--- config.mk ---
export PLATFORM = sky130hd
export DESIGN_NAME = rule110_snapshot_ser
export DESIGN_NICKNAME = d
export VERILOG_FILES = /design/src/rtl/rule110_snapshot_ser.sv
export SDC_FILE = /design/constraint.sdc
export NUM_CORES = 1
export LEC_CHECK = 0
export ABC_AREA = 0
export CAP_MARGIN = 20
export CORE_MARGIN = 2
export CORE_UTILIZATION = 25
export CTS_BUF_LIST = sky130_fd_sc_hd__clkbuf_16
export DETAILED_ROUTE_END_ITERATION = 8
export DONT_BUFFER_PORTS = 1
export PLACE_DENSITY_LB_ADDON = 0.08
export SLEW_MARGIN = 20
export SYNTH_ARGS = -nofsm -noshare
export SYNTH_HDL_FRONTEND = slang
export SYNTH_SLANG_ARGS = --single-unit
--- constraint.sdc ---
create_clock -name clk -period 9.4 [get_ports clk]
set_input_delay 0.94 -clock clk [delete_from_list [all_inputs] [get_ports clk]]
set_output_delay 0.94 -clock clk [all_outputs]
set_load 0.02 [all_outputs]
--- src/rtl/rule110_snapshot_ser.sv ---
// Snapshot serializer for the rule 110 cell vector: captures q on start,
// streams it out lowest word first and reports the live-cell population.
// Ports: clk, reset (sync, active-high), q, start, out_data/out_valid/
// out_ready/out_last/out_index (stream), busy, pop_count/pop_valid.
module rule110_snapshot_ser #(
    parameter int WIDTH = 512,
    parameter int WORD = 32,
    localparam int NWORDS = WIDTH / WORD,
    localparam int CW = $clog2(WIDTH + 1),
    localparam int IW = (NWORDS > 1) ? $clog2(NWORDS) : 1
) (
    input  logic             clk,
    input  logic             reset,
    input  logic [WIDTH-1:0] q,
    input  logic             start,
    output logic [WORD-1:0]  out_data,
    output logic             out_valid,
    input  logic             out_ready,
    output logic             out_last,
    output logic [IW-1:0]    out_index,
    output logic             busy,
    output logic [CW-1:0]    pop_count,
    output logic             pop_valid
);

    typedef enum logic {
        IDLE,
        SEND
    } state_t;

    localparam logic [IW-1:0] LAST_IDX = IW'(NWORDS - 1);

    state_t state;
    state_t state_n;

    logic [NWORDS-1:0][WORD-1:0] snap;
    logic [CW-1:0] acc;
    logic [CW-1:0] word_pop;
    logic [IW-1:0] next_index;
    logic          xfer;
    logic          at_last;

    assign xfer       = out_valid && out_ready;
    assign at_last    = (out_index == LAST_IDX);
    assign next_index = out_index + IW'(1);
    assign out_last   = out_valid && at_last;
    assign busy       = (state == SEND);

    // Population of the word currently on the bus.
    always_comb begin
        word_pop = '0;
        for (int i = 0; i < WORD; i++) begin
            word_pop = word_pop + CW'(out_data[i]);
        end
    end

    always_ff @(posedge clk) begin
        if (reset) begin
            state <= IDLE;
        end else begin
            state <= state_n;
        end
    end

    always_comb begin
        state_n = state;
        unique case (state)
            IDLE: begin
                if (start) begin
                    state_n = SEND;
                end
            end
            SEND: begin
                if (xfer && at_last) begin
                    state_n = IDLE;
                end
            end
        endcase
    end

    always_ff @(posedge clk) begin
        if (reset) begin
            snap      <= '0;
            out_data  <= '0;
            out_index <= '0;
            out_valid <= 1'b0;
            acc       <= '0;
            pop_count <= '0;
            pop_valid <= 1'b0;
        end else begin
            pop_valid <= 1'b0;
            unique case (state)
                IDLE: begin
                    if (start) begin
                        snap      <= q;
                        out_data  <= q[WORD-1:0];
                        out_index <= '0;
                        acc       <= '0;
                        out_valid <= 1'b1;
                    end
                end
                SEND: begin
                    if (xfer) begin
                        if (at_last) begin
                            pop_count <= acc + word_pop;
                            pop_valid <= 1'b1;
                            out_valid <= 1'b0;
                        end else begin
                            // Stream from the shadow copy so q may keep evolving.
                            acc       <= acc + word_pop;
                            out_index <= next_index;
                            out_data  <= snap[next_index];
                        end
                    end
                end
            endcase
        end
    end

endmodule

==> summary.txt, run 1 <==
Timing
  • Fin crit period: 5.746 ns
  • Crit share post-route: 61.13%
  • Worst-margin pin slew: 1.793 ns
  • Fin. Hold Viols: 0
  • RSZ-0062 raised after global routing: no
  • Endpoints failing setup: 0
  • Min Hold Slack: 0.3993 ns
  • Clk_skew: 0.02084 ns
  • F_max: 174.0 MHz
  • Slew HR: -19.53%
  • Final Slew Violations: 140
  • Setup_tns: 0 ns

Placed design
  • Post-DP HPWL: 76600 um
  • Post-DP Area: 25570 um2
  • Port bufs: 0
  • RD Place Congestion: 0.8418

Setup path
  • Critical-path top delay cell: dfxtp_1
  • Crit Path Max Fanout: 3
  • Crit path top cell by count: fa_1
  • Critical Path Start: out_data[13]
  • Buf/Inv on CP: 1
  • WP data arrival: 6.29 ns
  • Startpoint class of the critical path: register
  • CP peak stage delay: 0.71 ns
  • Critical path, cell by cell: fa_1, inv_1, fa_1, fa_1, fa_1, fa_1, fa_1, fa_1, fa_1, nor2b_1, o21ai_0, a21oi_1, o221a_2, xnor2_1, a211oi_1
  • Worst path required time: 9.94 ns
  • Nature of the critical path endpoint: register
  • Setup CP Type: reg -> reg
  • FF-to-FF Start: out_data[13]
  • Delay-heaviest family, CP: adder cells

Flow run
  • Max cap viols: 0

Yosys
  • Post-Syn Area: 24690 um2
  • Post-synth top area cell: dfxtp_1
  • Syn_area_per_cell: 8.398 um2
  • Dominant synthesized flop cell: dfxtp_1
  • Register area share after synthesis: 46.30%
  • Share of the synthesized area in the top cell type: 46.30%
  • #FFs+latches synth: 571
  • EDFF count, synth: 0
  • Syn_nets: 3498
  • Cell variety after synth: 48
  • Top area cells in the synthesized netlist: dfxtp_1, nand2_1, a21oi_1
  • Post-Syn Instances: 2940
  • Number of synthesis warnings: 0
  • Async SR Flop Fraction: 0%

Clock network
  • CTS Sinks: 571
  • Hold_buf cts: 0
  • CTS clk-pin slew, worst paths: 0.06 ns
  • Htree depth: 3
  • CTS max path bufs: 3
  • Num CTS Buffers: 73
  • Clock latency on the worst-skew pair: 0.64 ns
  • CTS tree: done
  • Root Buffer: clkbuf_16
  • Post CTS Setup Buffer Count: 0
  • Count of cells resized by post-cts repair: 0

Power and ir drop
  • Sequential share of power: 43.2%
  • Switching portion of total power: 28.23%
  • Clk pwr share: 43.2%
  • Logic pwr share: 13.5%
  • Leakage: 9.724 nW
  • Power Density: 221.3 nW/um2
  • Worst-case vdd ir drop: 127.9 uV
  • Psw: 1.740 mW
  • P_int: 4.422 mW

Drt
  • Pre-antenna DRT Iters: 7
  • Detail Route Antenna Nets: 0
  • Drt total wl: 105900 um
  • DRC: 0
  • Routed len/inst: 25.49 um
  • Vias per Instance: 4.896
  • Drt initial violations: 1450
  • Vias: 20340

Global route
  • GRT met2 Usage: 32.96%
  • Total track usage: 20.29%
  • Wire length of the first global-routing pass: 149000 um
  • Met3 GRT Util: 7.911%
  • Global route total overflow: 0
  • Largest net degree at the start of global routing: 573
  • Vias in the first global route: 20280
  • Initial antenna violation count: 36
  • M1 GR Usage: 24.52%
  • GRT busiest layer: met2

Finish
  • Nets: 3358
  • Final Instance Area: 27850 um2
  • Synthesis-to-layout area growth: 12.79%
  • Layout cell share with drive strength beyond 1: 9.629%

Floorplan
  • # IOs: 566
  • Core box area: 98130 um2
  • Site row count: 115
  • Initial Utilization: 25.16%
  • Die area: 101300 um2
  • Die X: 318.3 um
  • Vert. Die Dim: 318.3 um

Hold path
  • Path type of the worst min-delay path: in -> reg
  • Hold path startpoint: reset

Status
  • Failing checks: max-slew violations
  • Status: finished, violations left
-- power by group through the flow --
stage / combinational (mW) / sequential, mW / clock (mW)
floorplan: 0.657 / 2.68 / 0
global placement: 0.840 / 2.71 / 0
detailed placement: 0.838 / 2.72 / 0
CTS: 0.843 / 2.66 / 2.76
global route: 0.933 / 2.68 / 2.84
finish: 0.834 / 2.66 / 2.66
-- per-layer routing --
metal | wire length, um | vias to the layer above | part of all wire, %
li1 | - | 9607 | -
met1 | 43790 | 9938 | 41
met2 | 50090 | 611 | 47
met3 | 8974 | 151 | 8.5
met4 | 2822 | 34 | 2.7
met5 | 224 | - | 0.21
-- Yosys cell counts, drive strengths merged (5+ instances only) --
cell,instances
a2111oi,28
a211oi,20
a21oi,581
a31oi,6
buf,57
clkbuf,182
dfxtp,571
fa,26
ha,16
inv,43
mux4,128
nand2,1163
nand3,8
nor2,34
nor3,13
o21ai,10
o22ai,5
xor2,8
-- cells in the final DEF (no fill, tap or decap), types with 5 or more instances in the layout --
master and instances:
a211oi_1 20, mux4_2 128, buf_4 21, xor2_1 6, a2111oi_1 9, o21ai_0 6, fa_1 26, a31oi_1 6
a21oi_1 581, inv_1 62, ha_1 15, clkbuf_16 75, nor2_1 32, nor3_1 13, diode_2 12, clkinv_1 12
clkinv_2 13, nand3_1 8, a2111oi_0 15, nand2_1 1161, dfxtp_1 570, o22ai_1 5
-- registers in the layout, summed over array words and instances, names as in the netlist --
| name | cells |
|---|---|
| out_valid | 1 |
| out_index | 4 |
| pop_valid | 1 |
| snap | 512 |
| out_data | 32 |
| acc | 10 |
| busy | 1 |
| pop_count | 10 |
-- final timing paths --
kind,to,slack (ns),cells past startpoint
hold / removal,snap[62],0.40,1
hold reg to reg,snap[249],0.45,2
setup reg to reg,pop_count[8],3.65,15
setup / recovery,pop_count[8],3.65,15
-- worst reg2reg max path, stage by stage, from the launching register on --
cell and delay [ns]:
dfxtp_1 0.71, fa_1 0.52, inv_1 0.13, fa_1 0.45, fa_1 0.53, fa_1 0.42
fa_1 0.51, fa_1 0.43, fa_1 0.44, fa_1 0.47, nor2b_1 0.13, o21ai_0 0.13
a21oi_1 0.23, o221a_2 0.26, xnor2_1 0.06, a211oi_1 0.22
-- metrics by stage --
stage | instances | util [%] | setup WS [ns] | total power, mW
6_report | 4155 | 28.38 | 3.654 | 6.162
5_1_grt | 4155 | 28.38 | 3.281 | 6.456
2_1_floorplan | 2940 | - | 4.229 | 3.334
3_3_place_gp | 4012 | 26.06 | 3.596 | 3.552
3_5_place_dp | 4012 | 26.06 | 3.614 | 3.555
4_1_cts | 4143 | 28.35 | 3.611 | 6.272
-- kinds of logic after synthesis --
group / count (synthesis) / synth area share [%]
compound gates: 663 / 14.46
flops: 571 / 46.30
fa+ha+maj: 42 / 2.919
xor+xnor: 11 / 0.4511
buf+inv: 282 / 4.789
simple gates: 1239 / 19.23
mux: 132 / 11.86
-- layout make-up --
cell class	instances	area (um2)
antenna	12	30.03
inverter	43	161.4
fill	10750	70280
clock inverter	56	371.6
sequential	571	11430
clock buffer	75	1877
timing repair buffer	24	217.7
multi-input combinational	2087	12140
tap	1287	1610
(Power assumes the default switching activity.)
==> run 2, diff against run 1 <==
==> constraint.sdc (replaced) <==
create_clock -name clk -period 5.6 [get_ports clk]
set_input_delay 0.56 -clock clk [delete_from_list [all_inputs] [get_ports clk]]
set_output_delay 0.56 -clock clk [all_outputs]
set_load 0.02 [all_outputs]
==> run 2 against run 1 <==
Compared with the run above:
- the run still ends with max-slew violations left
- maximum frequency up 8.1%
- power up 70%
- worst setup slack worse by 3.4 ns
- sequential power up 67%
- combinational power up 74%
- non-clock buffer count up 21
- sequential share of layout area down 0.41 points
- first-iteration DRC count down 7.6%
- critical path depth unchanged
- global-route usage down 0.051 points
- register-to-register slack worse by 3.4 ns
- clock power up 71%
==> summary.txt, run 2 (synthesized netlist as in run 1, its figures left out) <==
Status
  • Status: finished, violations left
  • Failing checks: max-slew violations

Setup path
  • Buf/Inv on CP: 1 (unchanged)
  • R2R depth: 15 (unchanged)
  • Critical-path top delay cell: fa_1
  • Critical Path Start: out_data[23]
  • Delay-heaviest family, CP: adder cells
  • Crit Path Max Fanout: 3 (unchanged)
  • Nature of the critical path endpoint: register
  • Worst path required time: 6.14 ns (-3.80 ns)
  • Worst reg2reg setup slack: 0.29 ns (-3.37 ns)
  • Stages on worst setup path: 15 (unchanged)
  • FF-to-FF End: pop_count[8]
  • Startpoint class of the critical path: register
  • Crit path top cell by count: fa_1
  • Critical path, cell by cell: inv_1, fa_1, fa_1, fa_1, fa_1, fa_1, fa_1, fa_1, fa_1, nor2b_1, o21ai_0, a21oi_1, o221a_2, xnor2_1, a211oi_1
  • WP data arrival: 5.86 ns (-0.43 ns)
  • Critical Path End: pop_count[8]
  • CP peak stage delay: 0.54 ns (-0.17 ns)
  • Setup CP Type: reg -> reg
  • FF-to-FF Start: out_data[23]

Power and ir drop
  • Worst-case vdd ir drop: 196.8 uV (+54%)
  • Power Density: 371.4 nW/um2 (+68%)
  • Leakage: 9.885 nW (+1.7%)

Timing
  • Crit share post-route: 94.91% (+34 points)
  • Final Slew Violations: 385 (+180%)
  • Setup_tns: 0 ns (unchanged)
  • Clk_skew: 0.01262 ns (-0.008220 ns)
  • RSZ-0062 raised after global routing: no
  • Endpoints failing setup: 0 (unchanged)
  • Worst-margin pin slew: 2.956 ns (+1.163 ns)
  • Fin crit period: 5.315 ns (-0.4311 ns)
  • F_max: 188.2 MHz (+8.1%)
  • Worst setup margin: 0.2853 ns (-3.369 ns)
  • Fin. Hold Viols: 0 (unchanged)
  • Slew HR: -97.08% (-78 points)

Drt
  • Vias: 20490 (+0.74%)
  • Vias per Instance: 4.902 (+0.14%)
  • Detail Route Antenna Nets: 0 (unchanged)
  • Routed len/inst: 25.17 um (-1.3%)
  • Drt initial violations: 1340 (-7.6%)
  • Drt total wl: 105200 um (-0.66%)
  • DRC: 0 (unchanged)
  • Pre-antenna DRT Iters: 7 (unchanged)

Global route
  • Initial antenna violation count: 35 (-2.8%)
  • Vias in the first global route: 20640 (+1.8%)
  • Global route total overflow: 0 (unchanged)
  • Wire length of the first global-routing pass: 149700 um (+0.47%)
  • Total track usage: 20.24% (-0.051 points)
  • Largest net degree at the start of global routing: 566 (-1.2%)

Hold path
  • Path type of the worst min-delay path: in -> reg
  • Hold path startpoint: q[66]

Finish
  • Top flop regs: snap: 512 flops, out_data: 32 flops
  • Layout cell share with drive strength beyond 1: 9.965% (+0.34 points)
  • Area occupied by multi-input gates: 12140 um2 (unchanged)
  • Nets: 3379 (+0.63%)
  • # fillers: 10710 (-0.37%)
  • Seq. cell area: 11430 um2 (unchanged)
  • Most flops, register: snap
  • Synthesis-to-layout area growth: 13.91%
  • Max reg flops: 512 (unchanged)
  • Most common cell after layout, fill and taps aside: nand2_1
  • Most frequent cells in the layout: nand2_1, a21oi_1, dfxtp_1

Floorplan
  • Initial Utilization: 25.16% (unchanged)
  • Core box area: 98130 um2 (unchanged)
  • Vert. Die Dim: 318.3 um (unchanged)
  • # IOs: 566 (unchanged)
  • Site row count: 115 (unchanged)
  • Die area: 101300 um2 (unchanged)
  • Die X: 318.3 um (unchanged)

Clock network
  • Htree depth: 3 (unchanged)
  • CTS max path bufs: 3 (unchanged)
  • Num CTS Buffers: 73 (unchanged)
  • CTS clk-pin slew, worst paths: 0.06 ns (about the same)
  • CTS Sinks: 571 (unchanged)
  • Clock latency on the worst-skew pair: 0.63 ns (about the same)
  • Post CTS Setup Buffer Count: 0 (unchanged)
  • Count of cells resized by post-cts repair: 0 (unchanged)
  • Root Buffer: clkbuf_16
  • CTS tree: done

Placed design
  • RD Place Congestion: 0.8025 (-4.7%)
  • Post-DP HPWL: 77030 um (+0.56%)
  • Place WS: 0.2345 ns (-3.380 ns)
  • Port bufs: 0 (unchanged)

Flow run
  • Max cap viols: 0 (unchanged)
-- run 2: cell types whose count changed in the layout (fill, tap and decap cells not counted), moves of 3 or more --
cell	delta
clkinv_2	-6
clkinv_4	+3
clkbuf_16	+4
buf_12	+5
buf_4	+13
dlygate4sd3_1	+3
clkinvlp_4	-4
clkinv_1	+7
-- run 2: how the worst min path moves through the flow --
stage | end | slack (ns) | cells past startpoint
floorplan | snap[100] | 0.43 | 2
global placement | snap[2] | 0.44 | 2
detailed placement | snap[94] | 0.44 | 2
CTS | snap[428] | 0.008 | 2
global route | snap[267] | 0.02 | 2
finish | snap[66] | 0.06 | 2
-- run 2: repair_timing --
| action | in CTS | in global routing |
|---|---|---|
| endpoints found under the hold margin | 8 | 1 |
| hold buffers | 1 | 2 |
| setup endpoints to repair | 0 | 1 |
-- run 2: worst reg2reg max path: cells and delay by family, from the launching register on --
family                   cells  cell delay, ns
AO/OA/AOI/OAI                4            0.78
XOR/XNOR                     1            0.07
adder cells (fa/ha/maj)      8            3.82
buffers and inverters        1            0.08
flip-flops                   1            0.33
AND/OR/NAND/NOR              1            0.13
-- run 2: cell type report --
cell class	instances	share of cell area, %
inverter	43	0.5739
tap	1287	5.726
timing repair buffer	45	1.584
antenna	13	0.1157
clock inverter	55	1.134
clock buffer	79	7.029
sequential	571	40.66
multi-input combinational	2087	43.18
-- run 2: through the flow --
| stage | hold slack [ns] | cell area [um2] | power (mW) | util [%] | instances |
|---|---|---|---|---|---|
| after floorplan | 0.4331 | 24690 | 5.596 | - | 2940 |
| after global placement | 0.4405 | 25770 | 5.990 | 26.26 | 4030 |
| after detailed placement | 0.4437 | 25770 | 6.004 | 26.26 | 4030 |
| after CTS | 0.008324 | 28070 | 10.63 | 28.61 | 4165 |
| after global routing | 0.02117 | 28120 | 10.97 | 28.66 | 4179 |
| final | 0.05922 | 28120 | 10.44 | 28.66 | 4180 |
-- run 2: metal layers --
metal  wire, um  up-vias  part of all wire, %  track usage [%]
met1      43600    10080                   41            24.63
met4       2597       20                  2.5            5.972
met5        157        -                 0.15                0
li1           -     9651                    -                -
met2      50180      601                   48            33.32
met3       8669      137                  8.2            7.428
-- run 2: report_power, final --
part           switching [mW]  internal (mW)
Combinational           0.873          0.581
Sequential              0.147           4.30
Clock                    1.88           2.67
Total                    2.90           7.55
==> run 3, diff against run 2 <==
==> constraint.sdc (replaced) <==
create_clock -name clk -period 6.6 [get_ports clk]
set_input_delay 0.66 -clock clk [delete_from_list [all_inputs] [get_ports clk]]
set_output_delay 0.66 -clock clk [all_outputs]
set_load 0.02 [all_outputs]
==> run 3 against run 2 <==
Compared with the run above:
- the flow still finishes with violations (max-slew violations)
- via count decreased by 0.85%
- clock skew increased by 0.019 ns
- clock-buffer cell count decreased by 3
- critical path depth unchanged
- sequential cell count unchanged
- combinational power decreased by 17%
- maximum frequency decreased by 7.1%
- register-to-register slack improved by 0.59 ns
- power decreased by 15%
- sequential power decreased by 15%
- non-clock buffer count decreased by 21
- critical endpoint unchanged
==> summary.txt, run 3 (synthesized netlist as in run 1, its figures left out) <==
Global route
  • Wire length of the first global-routing pass: 149300 um (-0.25%)
  • Total track usage: 20.40% (+0.16 points)
  • Initial antenna violation count: 29 (-17%)
  • Global route total overflow: 0 (unchanged)
  • Largest net degree at the start of global routing: 573 (+1.2%)
  • Vias in the first global route: 20290 (-1.7%)

Setup path
  • Crit Path Max Fanout: 3 (unchanged)
  • Startpoint class of the critical path: register
  • FF-to-FF Start: out_data[23]
  • Nature of the critical path endpoint: register
  • R2R depth: 15 (unchanged)
  • WP data arrival: 6.24 ns (+0.38 ns)
  • Critical Path Start: out_data[23]
  • Setup CP Type: reg -> reg
  • FF-to-FF End: pop_count[8]
  • Worst reg2reg setup slack: 0.88 ns (+0.59 ns)
  • Critical Path End: pop_count[8]
  • Worst path required time: 7.12 ns (+0.98 ns)

Power and ir drop
  • Leakage: 9.751 nW (-1.4%)
  • Worst-case vdd ir drop: 168.0 uV (-15%)
  • Power Density: 316.6 nW/um2 (-15%)

Timing
  • Setup_tns: 0 ns (unchanged)
  • Slew HR: -179.2% (-82 points)
  • F_max: 174.8 MHz (-7.1%)
  • Worst setup margin: 0.8799 ns (+0.5946 ns)
  • RSZ-0062 raised after global routing: no
  • Fin crit period: 5.720 ns (+0.4054 ns)
  • Endpoints failing setup: 0 (unchanged)
  • Worst-margin pin slew: 4.188 ns (+1.232 ns)
  • Final Slew Violations: 469 (+22%)
  • Fin. Hold Viols: 0 (unchanged)
  • Clk_skew: 0.03193 ns (+0.01931 ns)
  • Crit share post-route: 86.67% (-8.2 points)

Floorplan
  • Initial Utilization: 25.16% (unchanged)
  • # IOs: 566 (unchanged)
  • Vert. Die Dim: 318.3 um (unchanged)
  • Site row count: 115 (unchanged)
  • Die area: 101300 um2 (unchanged)
  • Core box area: 98130 um2 (unchanged)
  • Die X: 318.3 um (unchanged)

Drt
  • Vias per Instance: 4.894 (-0.16%)
  • Routed len/inst: 25.60 um (+1.7%)
  • Pre-antenna DRT Iters: 5 (-2)
  • Drt total wl: 106200 um (+1.0%)
  • Vias: 20320 (-0.85%)
  • DRC: 0 (unchanged)
  • Drt initial violations: 1324 (-1.2%)
  • Detail Route Antenna Nets: 0 (unchanged)

Status
  • Status: finished, violations left
  • Failing checks: max-slew violations

Placed design
  • Place WS: 0.8481 ns (+0.6136 ns)
  • Post-DP HPWL: 76750 um (-0.36%)
  • Port bufs: 0 (unchanged)
  • RD Place Congestion: 0.8281 (+3.2%)
  • Placed Instances: 4012 (-0.45%)

Hold path
  • Path type of the worst min-delay path: in -> reg
  • Hold path startpoint: reset

Finish
  • Final Util: 28.44% (-0.22 points)
  • Layout cell share with drive strength beyond 1: 9.432% (-0.53 points)
  • Most frequent cells in the layout: nand2_1, a21oi_1, dfxtp_1
  • Seq. cell area: 11430 um2 (unchanged)
  • Most common cell after layout, fill and taps aside: nand2_1
  • Max reg flops: 512 (unchanged)
  • # fillers: 10700 (-0.065%)
  • Area occupied by multi-input gates: 12150 um2 (about the same)
  • Nets: 3358 (-0.62%)
  • Top flop regs: snap: 512 flops, out_data: 32 flops
  • Fin cells: 4151 (-0.69%)
  • Synthesis-to-layout area growth: 13.03%
  • Most flops, register: snap

Clock network
  • Root Buffer: clkbuf_16
  • Clock latency on the worst-skew pair: 0.64 ns (about the same)
  • CTS tree: done
  • Post CTS Setup Buffer Count: 0 (unchanged)
  • CTS Sinks: 571 (unchanged)
  • Num CTS Buffers: 73 (unchanged)
  • CTS clk-pin slew, worst paths: 0.06 ns (about the same)
  • Count of cells resized by post-cts repair: 0 (unchanged)
  • Htree depth: 3 (unchanged)
  • CTS max path bufs: 3 (unchanged)
  • Hold_buf cts: 0 (-1)

Flow run
  • Max cap viols: 0 (unchanged)
[run 3: stage by stage]
| stage | hold WS (ns) | power [mW] | area [um2] |
|---|---|---|---|
| 6_report | 0.1384 | 8.834 | 27910 |
| 5_1_grt | 0.1214 | 9.277 | 27910 |
| 4_1_cts | 0.1042 | 8.986 | 27870 |
| 3_5_place_dp | 0.4431 | 5.069 | 25610 |
| 2_1_floorplan | 0.4331 | 4.748 | 24690 |
| 3_3_place_gp | 0.4396 | 5.065 | 25610 |
[run 3: where the power goes]
part / leakage (nW) / switching [mW] / internal [mW]
clock: 1.18 / 1.58 / 2.26
sequential: 4.69 / 0.142 / 3.65
combinational: 3.88 / 0.714 / 0.484
total: 9.75 / 2.44 / 6.40
[run 3: worst max-delay path, cell delays in order (launching register included)]
cell and delay (ns):
dfxtp_1 0.53, inv_1 0.19, fa_1 0.55, fa_1 0.54
fa_1 0.44, fa_1 0.54, fa_1 0.43, fa_1 0.47
fa_1 0.43, fa_1 0.46, nor2b_1 0.13, o21ai_0 0.11
a21oi_1 0.25, o221a_2 0.27, xnor2_1 0.07, a211oi_1 0.21
[run 3: routing by layer]
layer,track usage (%),up-vias,routed length (um)
li1,-,9625,-
met1,25.55,9976,45850
met2,32.87,548,49860
met3,6.862,144,7404
met4,6.688,24,2974
met5,0,-,161
[run 3: cell type report]
| type | instances | area share, % |
|---|---|---|
| Multi-Input combinational cell | 2087 | 43.55 |
| Sequential cell | 571 | 40.97 |
| Clock buffer | 76 | 6.815 |
| Tap cell | 1287 | 5.770 |
| Clock inverter | 51 | 1.291 |
| Timing Repair Buffer | 24 | 0.9146 |
| Inverter | 43 | 0.5784 |
| Antenna cell | 12 | 0.1076 |
[run 3: worst min-delay path by stage]
stage,to,depth (start not counted),slack (ns)
3_5_place_dp,snap[216],2,0.44
2_1_floorplan,snap[100],2,0.43
3_3_place_gp,snap[74],2,0.44
5_1_grt,snap[214],2,0.12
6_report,out_data[3],1,0.14
4_1_cts,snap[76],2,0.10
